### src/rtl/cell_filter_pkg.sv
// Shared types and kernel constants for the 3x3 RGB333 Gaussian filter.
// Optional sharpen helper is compiled only with CELL_GAUSS_SHARPEN_EN.
package cell_filter_pkg;

    localparam int unsigned CH_W  = 3;
    localparam int unsigned R_LSB = 6;
    localparam int unsigned G_LSB = 3;
    localparam int unsigned B_LSB = 0;

    typedef logic [3*CH_W-1:0] rgb9_t;

    localparam int unsigned W_CORNER = 1;
    localparam int unsigned W_EDGE   = 2;
    localparam int unsigned W_CENTRE = 4;
    localparam int unsigned SUM_W    = 7;
    localparam int unsigned ROUND    = 8;
    localparam int unsigned SHIFT    = 4;

`ifdef CELL_GAUSS_SHARPEN_EN
    // 2*E - blur spans -7..14, so 5 signed bits hold it before clamping to 0..7.
    function automatic logic [CH_W-1:0] sharpen_ch(input logic [CH_W-1:0] e,
                                                  input logic [CH_W-1:0] blur);
        logic signed [CH_W+1:0] diff;
        diff = $signed({1'b0, e, 1'b0}) - $signed({2'b00, blur});
        if (diff < 0) begin
            return '0;
        end else if (diff > 7) begin
            return '1;
        end else begin
            return diff[CH_W-1:0];
        end
    endfunction
`endif

endpackage

### src/rtl/cell_gauss_channel.sv
// One colour channel of the 1-2-1 kernel: stage 1 partial sums, stage 2 rounded total.
// Emits the rounded total already shifted down to the channel width.
module cell_gauss_channel
    import cell_filter_pkg::*;
(
    input  logic            clk_i,
    input  logic [CH_W-1:0] a_i,
    input  logic [CH_W-1:0] b_i,
    input  logic [CH_W-1:0] c_i,
    input  logic [CH_W-1:0] d_i,
    input  logic [CH_W-1:0] e_i,
    input  logic [CH_W-1:0] f_i,
    input  logic [CH_W-1:0] g_i,
    input  logic [CH_W-1:0] h_i,
    input  logic [CH_W-1:0] i_i,
    output logic [CH_W-1:0] blur_o
);

    localparam int unsigned PW = CH_W + 2;

    logic [PW-1:0]    corner_d, corner_q;
    logic [PW-1:0]    edg_d, edg_q;
    logic [PW-1:0]    centre_d, centre_q;
    logic [SUM_W-1:0] sum_d, sum_q;

    always_comb begin
        corner_d = PW'(a_i) + PW'(c_i) + PW'(g_i) + PW'(i_i);
        edg_d    = PW'(b_i) + PW'(d_i) + PW'(f_i) + PW'(h_i);
        centre_d = PW'(e_i) * PW'(W_CENTRE);
        sum_d    = SUM_W'(corner_q) * SUM_W'(W_CORNER) + SUM_W'(edg_q) * SUM_W'(W_EDGE)
                 + SUM_W'(centre_q) + SUM_W'(ROUND);
    end

    // Datapath only; validity travels alongside in the top.
    always_ff @(posedge clk_i) begin
        corner_q <= corner_d;
        edg_q    <= edg_d;
        centre_q <= centre_d;
        sum_q    <= sum_d;
    end

    assign blur_o = CH_W'(sum_q >> SHIFT);

endmodule

### src/rtl/cell_gauss_filter.sv
// 3x3 RGB333 Gaussian smoother, 3-clock latency, border pixels bypassed.
// Define CELL_GAUSS_SHARPEN_EN to add the iMode port and the sharpen path.
module cell_gauss_filter
    import cell_filter_pkg::*;
#(
    parameter int unsigned H_ACTIVE = 320,
    parameter int unsigned V_ACTIVE = 240
) (
    input  logic  iClk27,
    input  logic  iRst,
    input  logic  iEn,
    input  logic  iSof,
    input  logic  iSol,
    input  rgb9_t iA,
    input  rgb9_t iB,
    input  rgb9_t iC,
    input  rgb9_t iD,
    input  rgb9_t iE,
    input  rgb9_t iF,
    input  rgb9_t iG,
    input  rgb9_t iH,
    input  rgb9_t iI,
`ifdef CELL_GAUSS_SHARPEN_EN
    input  logic  iMode,
`endif
    output rgb9_t oRGB,
    output logic  oValid,
    output logic  oSof,
    output logic  oSol
);

    localparam int unsigned XW = $clog2(H_ACTIVE);
    localparam int unsigned YW = $clog2(V_ACTIVE);
    localparam logic [XW-1:0] XMAX = XW'(H_ACTIVE - 1);
    localparam logic [YW-1:0] YMAX = YW'(V_ACTIVE - 1);

    logic [XW-1:0] x_d, x_q;
    logic [YW-1:0] y_d, y_q;
    logic          border_d;

    // The position computed here belongs to the window presented this clock.
    always_comb begin
        x_d = x_q;
        y_d = y_q;
        if (iSof) begin
            x_d = '0;
            y_d = '0;
        end else if (iSol) begin
            x_d = '0;
            y_d = (y_q == YMAX) ? YMAX : y_q + YW'(1);
        end else begin
            x_d = (x_q == XMAX) ? XMAX : x_q + XW'(1);
        end
        border_d = (x_d == '0) || (x_d == XMAX) || (y_d == '0) || (y_d == YMAX);
    end

    logic  v1_q, sof1_q, sol1_q, border1_q;
    logic  v2_q, sof2_q, sol2_q, border2_q;
    rgb9_t e1_q, e2_q;
`ifdef CELL_GAUSS_SHARPEN_EN
    logic  mode1_q, mode2_q;
`endif

    always_ff @(posedge iClk27) begin
        if (iRst) begin
            x_q  <= '0;
            y_q  <= '0;
            v1_q <= 1'b0;
            v2_q <= 1'b0;
        end else begin
            if (iEn) begin
                x_q <= x_d;
                y_q <= y_d;
            end
            v1_q <= iEn;
            v2_q <= v1_q;
        end
    end

    always_ff @(posedge iClk27) begin
        sof1_q    <= iSof;
        sol1_q    <= iSol;
        border1_q <= border_d;
        e1_q      <= iE;
        sof2_q    <= sof1_q;
        sol2_q    <= sol1_q;
        border2_q <= border1_q;
        e2_q      <= e1_q;
`ifdef CELL_GAUSS_SHARPEN_EN
        mode1_q   <= iMode;
        mode2_q   <= mode1_q;
`endif
    end

    logic [CH_W-1:0] filt_ch [3];
    rgb9_t           filt;

    for (genvar c = 0; c < 3; c++) begin : g_ch
        localparam int unsigned Lsb = (c == 0) ? B_LSB : (c == 1) ? G_LSB : R_LSB;
        logic [CH_W-1:0] blur;

        cell_gauss_channel u_chan (
            .clk_i  (iClk27),
            .a_i    (iA[Lsb +: CH_W]),
            .b_i    (iB[Lsb +: CH_W]),
            .c_i    (iC[Lsb +: CH_W]),
            .d_i    (iD[Lsb +: CH_W]),
            .e_i    (iE[Lsb +: CH_W]),
            .f_i    (iF[Lsb +: CH_W]),
            .g_i    (iG[Lsb +: CH_W]),
            .h_i    (iH[Lsb +: CH_W]),
            .i_i    (iI[Lsb +: CH_W]),
            .blur_o (blur)
        );

`ifdef CELL_GAUSS_SHARPEN_EN
        assign filt_ch[c] = mode2_q ? sharpen_ch(e2_q[Lsb +: CH_W], blur) : blur;
`else
        assign filt_ch[c] = blur;
`endif
    end

    assign filt = {filt_ch[2], filt_ch[1], filt_ch[0]};

    rgb9_t rgb_q;
    logic  valid_q, sof_q, sol_q;

    // Outputs only move on a valid pixel so they hold through gaps.
    always_ff @(posedge iClk27) begin
        if (iRst) begin
            rgb_q   <= '0;
            valid_q <= 1'b0;
            sof_q   <= 1'b0;
            sol_q   <= 1'b0;
        end else begin
            valid_q <= v2_q;
            if (v2_q) begin
                rgb_q <= border2_q ? e2_q : filt;
                sof_q <= sof2_q;
                sol_q <= sol2_q;
            end
        end
    end

    assign oRGB   = rgb_q;
    assign oValid = valid_q;
    assign oSof   = sof_q;
    assign oSol   = sol_q;

endmodule
### config.mk
export PLATFORM = sky130hd
export DESIGN_NAME = cell_gauss_filter
export DESIGN_NICKNAME = d
export VERILOG_FILES = /design/src/rtl/cell_filter_pkg.sv /design/src/rtl/cell_gauss_channel.sv /design/src/rtl/cell_gauss_filter.sv
export SDC_FILE = /design/constraint.sdc
export NUM_CORES = 1
export LEC_CHECK = 0
export BUFFER_PORTS_ARGS = -buffer_cell sky130_fd_sc_hd__buf_2
export CELL_PAD_IN_SITES_DETAIL_PLACEMENT = 1
export CELL_PAD_IN_SITES_GLOBAL_PLACEMENT = 1
export CORE_MARGIN = 2
export CORE_UTILIZATION = 25
export CTS_CLUSTER_DIAMETER = 150
export DETAILED_ROUTE_END_ITERATION = 7
export PLACE_DENSITY = 0.58
export SYNTH_ARGS = -nofsm -noshare
export SYNTH_HDL_FRONTEND = slang
export SYNTH_HIERARCHICAL = 1
export SYNTH_SLANG_ARGS = --single-unit
### constraint.sdc
create_clock -name iClk27 -period 2.7 [get_ports iClk27]
set_clock_uncertainty 0.1 [all_clocks]
set_input_delay 0.135 -clock iClk27 [delete_from_list [all_inputs] [get_ports iClk27]]
set_output_delay 0.135 -clock iClk27 [all_outputs]
set_load 0.01 [all_outputs]
==> summary.txt, run 1 <==
Setup path
  – Crit Path Max Fanout: 2
  – CP endpoint kind: register
  – R2R Path End: g_ch[2].u_chan/sum_q[6]
  – Reg2Reg Setup Slack: 0.39 ns
  – Slowest Stage Delay on Critical Path: 0.44 ns
  – RR Startpoint: g_ch[2].u_chan/corner_q[2]
  – WP data required: 2.82 ns
  – Top Family by Delay on Critical Path: adder cells
  – WP buf/inv: 0
  – Crit path arrival time: 2.43 ns
  – CP startpoint: g_ch[2].u_chan/corner_q[2]
  – Cell with the most instances on the worst path: fa_1
  – Critical path depth in cells: 6
  – Path depth of the worst reg2reg path: 6
  – Crit path cell chain: fa_1 > fa_1 > ha_1 > nor4b_1 > a2111oi_0 > o211ai_1
  – Crit path launch type: register
  – Critical path's slowest cell: fa_1
  – Critical Path End: g_ch[2].u_chan/sum_q[6]
  – Worst Setup Path Type: register to register

Yosys
  – Ys Warns: 6
  – Main synth FF type: dfxtp_1
  – Cells after Synth: 514
  – Syn_nets: 686
  – Avg Cell Area, Syn: 10.5 um^2
  – Synthesized area: 5400 um^2
  – Register area share after synthesis: 37.0%
  – Share of async-settable or async-resettable flops after synthesis: 0%
  – EDFF count, synth: 0
  – #FFs+latches synth: 100
  – Post-synth cell types: 61

Place
  – Gp weighted congestion: 0.778
  – DP Wirelength: 8.76 mm
  – Dpl cells: 864
  – Placed Area: 6130 um^2
  – Buffers on Ports: 97

Layout
  – Final net count: 786
  – Finished Layout Cells: 894
  – Synth-to-layout area growth: 21.3%
  – Share of cells above drive strength 1: 20.2%
  – Ant. Diodes: 0
  – Fillcell total: 2,443
  – Cell area after layout: 6560 um^2
  – Multi-input logic area: 2970 um^2
  – Register cell area after layout: 2000 um^2

STA
  – Final min period: 2.31 ns
  – Hold WS: 0.0235 ns
  – Slew Limit Fails: 0
  – Final setup fails: 0
  – Crit share post-route: 85.6%
  – Max transition margin: 40.8%
  – Setup TNS: 0 ns
  – F_max: 433 MHz
  – Final Hold Viols: 0
  – Worst-Margin Slew: 0.887 ns
  – RSZ-0062 raised after global routing: no

Floorplanning
  – Die H: 151 um
  – FP Rows: 53
  – CORE AREA: 21,100 um^2
  – Io pins: 98
  – Starting density of the core: 25.6%
  – Die area: 22,800 um^2
  – Chip width: 151 um

Drt
  – Mean number of vias per cell: 4.37
  – DR iter-0 viols: 156
  – DRC viols: 0
  – Post-route ant nets: 0
  – Vias: 3,909
  – WL/cell: 12.6 um
  – DRT Pass-1 Iters: 4
  – Drt total wl: 11.3 mm

Global routing
  – Largest net degree at the start of global routing: 35
  – Vias in the first global route: 4,292
  – Initial antenna violation count: 0
  – Gr ovfl total: 0
  – GR met2 Demand/Resource: 19.0%
  – M3 GR Usage: 2.80%
  – First-pass GRT wire length: 19.6 mm
  – Met1 Use GR: 12.8%
  – GRT Util Overall: 10.8%
  – GRT Max-Usage Layer: met2

Job
  – MaxCap Viol Count: 0

Power and ir drop
  – PwrDens: 768 nW/um^2
  – Overall power: 5.04 mW
  – Peak supply drop: 0.000292 V
  – Static leakage: 3.06 nW

Clock network
  – Total CTS buffers: 9
  – # clock sinks: 100
  – CTS H-tree lvls: 3
  – Maximum clock path buffer count: 2
  – Root Buffer: clkbuf_16
  – CTS tree: done
  – Worst-path clk slew: 0.07 ns
  – Worst skew pair latency: 0.35 ns

Worst hold path
  – Hold Crit Class: input port to register

Outcome
  – Status: finished clean
## layer usage
layer | vias up | share of wire [%]
li1 | 1935 | -
met4 | 0 | 1.1
met3 | 11 | 4.3
met2 | 71 | 50
met5 | - | 0
met1 | 1892 | 45
## sequential cells by signal, indices dropped and copies added, names as in the netlist
signal,count
g_ch.u_chan/edg_q,15
v1_q,1
g_ch.u_chan/centre_q,9
sof1_q,1
y_q,8
sol2_q,1
border2_q,1
e1_q,9
oSof,1
g_ch.u_chan/sum_q,9
oRGB,9
sol1_q,1
sof2_q,1
e2_q,9
x_q,9
oSol,1
g_ch.u_chan/corner_q,12
v2_q,1
border1_q,1
oValid,1
## tightest hold or removal path, stage by stage
cell	delay [ns]
buf_2	0.07
and2_1	0.12
ha_1	0.12
## final cells by class
| cell class | count | share of cell area [%] |
|---|---|---|
| multi-input combinational | 308 | 45.3 |
| sequential | 100 | 30.5 |
| timing repair buffer | 113 | 9.77 |
| tap | 275 | 5.25 |
| inverter | 82 | 4.69 |
| clock buffer | 10 | 3.64 |
| clock inverter | 6 | 0.801 |
## worst min-delay path by stage
stage,start,endpoint,slack [ns],depth (start not counted)
after floorplan,iE[0],e1_q[0],0.06,0
after global placement,iE[8],g_ch[2].u_chan/centre_q[4],0.15,1
after detailed placement,iE[8],g_ch[2].u_chan/centre_q[4],0.15,1
after CTS,iI[3],g_ch[1].u_chan/corner_q[1],0.008,3
after global routing,iI[6],g_ch[2].u_chan/corner_q[1],0.02,3
final,iI[3],g_ch[1].u_chan/corner_q[1],0.02,3
## power by group
| group | total, mW | switching [mW] | internal (mW) |
|---|---|---|---|
| logic | 1.88 | 0.978 | 0.901 |
| registers | 1.89 | 0.114 | 1.78 |
| clock network | 1.27 | 0.601 | 0.669 |
| total | 5.04 | 1.69 | 3.35 |
## cells in the final DEF, fill, tap and decap left out, types with 8 or more instances in the layout
cell type,Yosys,final
o211ai_1,8,8
a21oi_1,14,14
a21o_1,12,12
dlygate4sd3_1,0,14
nand3_1,13,13
nand2_1,13,13
buf_2,7,97
a211oi_1,16,16
xor2_1,8,8
inv_1,82,82
mux2i_1,12,12
fa_1,48,48
dfxtp_1,100,100
ha_1,38,38
nor2_1,21,21
clkbuf_16,0,9
nand2b_1,10,10
## kinds of logic (layout without fill, tap and decap cells)
kind of cell             Yosys count  after routing  share of synthesized area [%]
AND/OR/NAND/NOR                  108            108                           11.8
flip-flops                       100            100                           37.0
XOR/XNOR                          14             14                           2.27
multiplexers                      12             12                           2.22
adder cells (fa/ha/maj)           86             86                           26.6
buffers and inverters            106            211                           7.96
AO/OA/AOI/OAI                     88             88                           12.1
## what timing repair did
item,CTS,global route
setup buffers,0,0
resized for setup,0,0
hold buffers,14,0
setup endpoints to repair,0,0
hold endpoints to repair,23,0
## synth_stat cells (2+ instances only)
master / instances / area share [%]
a21oi_1: 14 / 1.3
and2_1: 3 / 0.35
ha_1: 38 / 8.8
a31o_2: 4 / 0.65
or4b_1: 2 / 0.37
and3_1: 5 / 0.58
a211oi_1: 16 / 2.2
mux2i_1: 12 / 2.2
nor4_1: 3 / 0.35
and4_1: 3 / 0.49
nand2_1: 13 / 0.90
buf_4: 4 / 0.56
a31oi_1: 4 / 0.46
nor2_1: 21 / 1.5
inv_1: 82 / 5.7
o21ai_0: 6 / 0.56
buf_2: 7 / 0.65
xor2_1: 8 / 1.3
nor2b_1: 5 / 0.58
nand2b_1: 10 / 1.2
o311ai_1: 3 / 0.49
a21o_1: 12 / 1.7
o311a_1: 2 / 0.37
nand3_1: 13 / 1.2
a41oi_1: 2 / 0.32
nand4_1: 6 / 0.69
nand3b_1: 2 / 0.28
and4b_1: 2 / 0.37
a41o_1: 2 / 0.37
fa_1: 48 / 18
nor3b_1: 5 / 0.69
clkbuf_1: 10 / 0.69
and3b_1: 2 / 0.32
a2111oi_1: 2 / 0.37
nor4b_1: 4 / 0.65
xnor2_1: 6 / 0.97
or3_1: 3 / 0.35
o211ai_1: 8 / 1.1
dfxtp_1: 100 / 37
## metrics by stage
stage | worst slack, ns | util (%)
final | 0.389 | 31.1
after global routing | 0.171 | 31.1
after CTS | 0.374 | 31.1
after detailed placement | 0.375 | 29.0
after global placement | 0.426 | 29.0
after floorplan | 0.543 | -
No activity file was read; power rests on OpenSTA's default activity.
==> run 2: changes to the inputs <==
==> constraint.sdc (replaced) <==
create_clock -name iClk27 -period 2.7 [get_ports iClk27]
set_clock_uncertainty 0.1 [all_clocks]
set_input_delay 0.54 -clock iClk27 [delete_from_list [all_inputs] [get_ports iClk27]]
set_output_delay 0.54 -clock iClk27 [all_outputs]
set_load 0.01 [all_outputs]
==> run 2 against run 1 <==
  * Worst setup slack lost 0.060 ns
  * Global-route usage rose by 0.055 points
  * Fmax is 2.5% lower
  * Via count increased by 0.56%
  * Critical path depth grew 2
  * Final cell count down 1.7%
  * Flip-flop and latch count unchanged
  * Largest cell class unchanged
  * Sequential power about the same
  * Wire length increased by 2.4%
  * Total power is 0.53% lower
  * Core utilization decreased by 0.74 points
  * Final area fell by 2.4%
==> summary.txt, run 2 (synthesis results as in run 1) <==
Outcome
  – Status: finished clean

Clock network
  – Maximum clock path buffer count: 2
  – Post_cts resized: 0
  – # clock sinks: 100
  – Hold-fix buffers, CTS: 0
  – CTS H-tree lvls: 3
  – Root Buffer: clkbuf_16
  – CTS tree: done
  – Worst-path clk slew: 0.07 ns
  – Total CTS buffers: 9
  – Worst skew pair latency: 0.35 ns
  – Post-CTS Setup Bufs: 0

Floorplanning
  – Starting density of the core: 25.6%
  – Die H: 151 um
  – Die area: 22,800 um^2
  – Io pins: 98
  – CORE AREA: 21,100 um^2
  – Chip width: 151 um
  – FP Rows: 53

Setup path
  – Crit Path Max Fanout: 2
  – WP buf/inv: 3
  – Cell with the most instances on the worst path: fa_1
  – WP data required: 2.85 ns
  – Slowest Stage Delay on Critical Path: 0.54 ns
  – Critical path's slowest cell: fa_1
  – CP endpoint kind: register
  – Reg2Reg Setup Slack: 0.35 ns
  – Worst Setup Path Type: input port to register
  – Crit path cell chain: buf_2 > inv_1 > fa_1 > inv_1 > fa_1 > ha_1 > fa_1 > xor2_1
  – Crit path arrival time: 2.52 ns
  – Crit path launch type: input port
  – Top Family by Delay on Critical Path: adder cells

Drt
  – DRC viols: 0
  – DR iter-0 viols: 97
  – Vias: 3,931
  – DRT Pass-1 Iters: 4
  – WL/cell: 13.2 um
  – Drt total wl: 11.6 mm
  – Mean number of vias per cell: 4.47
  – Post-route ant nets: 0

STA
  – Crit share post-route: 87.8%
  – RSZ-0062 raised after global routing: no
  – Final Hold Viols: 0
  – F_max: 422 MHz
  – Final setup fails: 0
  – Worst-Margin Slew: 0.939 ns
  – Max transition margin: 37.3%
  – Slew Limit Fails: 0
  – Final min period: 2.37 ns

Place
  – DP Wirelength: 9.03 mm
  – Gp weighted congestion: 0.789
  – Buffers on Ports: 97

Layout
  – Multi-input logic area: 2970 um^2
  – Ant. Diodes: 0
  – Most common cell after layout, fill and taps aside: dfxtp_1
  – Final net count: 771
  – Most frequent cells in the layout: dfxtp_1 (100), buf_2 (97), inv_1 (82), fa_1 (48), ha_1 (38)
  – Largest registers: g_ch.u_chan/edg_q (15), g_ch.u_chan/corner_q (12)
  – Fillcell total: 2,444
  – Largest Register: g_ch.u_chan/edg_q
  – Register cell area after layout: 2000 um^2
  – Max reg flops: 15
  – Share of cells above drive strength 1: 20.4%
  – Core Util, Final: 30.4%
  – Synth-to-layout area growth: 18.5%

Power and ir drop
  – PwrDens: 783 nW/um^2
  – Peak supply drop: 0.000255 V
  – Static leakage: 2.99 nW
  – Overall power: 5.01 mW

Global routing
  – First-pass GRT wire length: 19.5 mm
  – Gr ovfl total: 0
  – Largest net degree at the start of global routing: 35
  – GRT Util Overall: 10.8%
  – Initial antenna violation count: 0
  – Vias in the first global route: 4,237

Job
  – MaxCap Viol Count: 0

Worst hold path
  – Hold Crit Class: input port to register
[run 2: cell types whose count changed in the layout (fill, tap and decap cells not counted), sizes merged]
cell / delta
buf: -1
clkbuf: +1
dlygate4sd3: -14
inv: -1
[run 2: layout make-up]
class / instances / share of cell area (%)
clock buffers: 11 / 3.79
multi-input cells: 308 / 46.4
inverters: 82 / 4.81
clock inverters: 5 / 0.645
flip-flops and latches: 100 / 31.3
repair buffers: 98 / 7.70
well taps: 275 / 5.37
[run 2: path summary, 6_finish.rpt]
| path | depth (start not counted) | start | end |
|---|---|---|---|
| max | 8 | iB[1] | g_ch[0].u_chan/edg_q[3] |
| max reg2reg | 6 | g_ch[2].u_chan/corner_q[4] | g_ch[2].u_chan/sum_q[6] |
| min | 1 | iE[0] | g_ch[0].u_chan/centre_q[2] |
| min reg2reg | 0 | sof1_q | sof2_q |
[run 2: per-stage QoR]
stage                     setup TNS, ns  worst slack [ns]  cells  hold WS (ns)  area (um^2)
after floorplan                       0             0.138    514         0.210         5400
after global placement                0            0.0197    863         0.213         6120
after detailed placement        -0.0994           -0.0628    863         0.213         6120
after CTS                             0             0.320    879         0.183         6400
after global routing                  0             0.136    879         0.188         6400
final                                 0             0.328    879         0.200         6400
[run 2: worst reg2reg max path, stage by stage (launching register included)]
cell and delay (ns):
dfxtp_1 0.32, fa_1 0.43, ha_1 0.29, ha_1 0.35, and3b_2 0.22, a2111oi_0 0.34
o211ai_1 0.15
[run 2: metal layers]
metal | track usage [%] | part of all wire, %
met5 | 0 | 0
met4 | 3.27 | 1.3
met3 | 3.13 | 5.0
met2 | 20.0 | 51
met1 | 11.9 | 43
[run 2: power by group]
part,internal [mW],total (mW),switching (mW)
clock,0.663,1.26,0.594
sequential,1.78,1.89,0.117
combinational,0.888,1.86,0.974
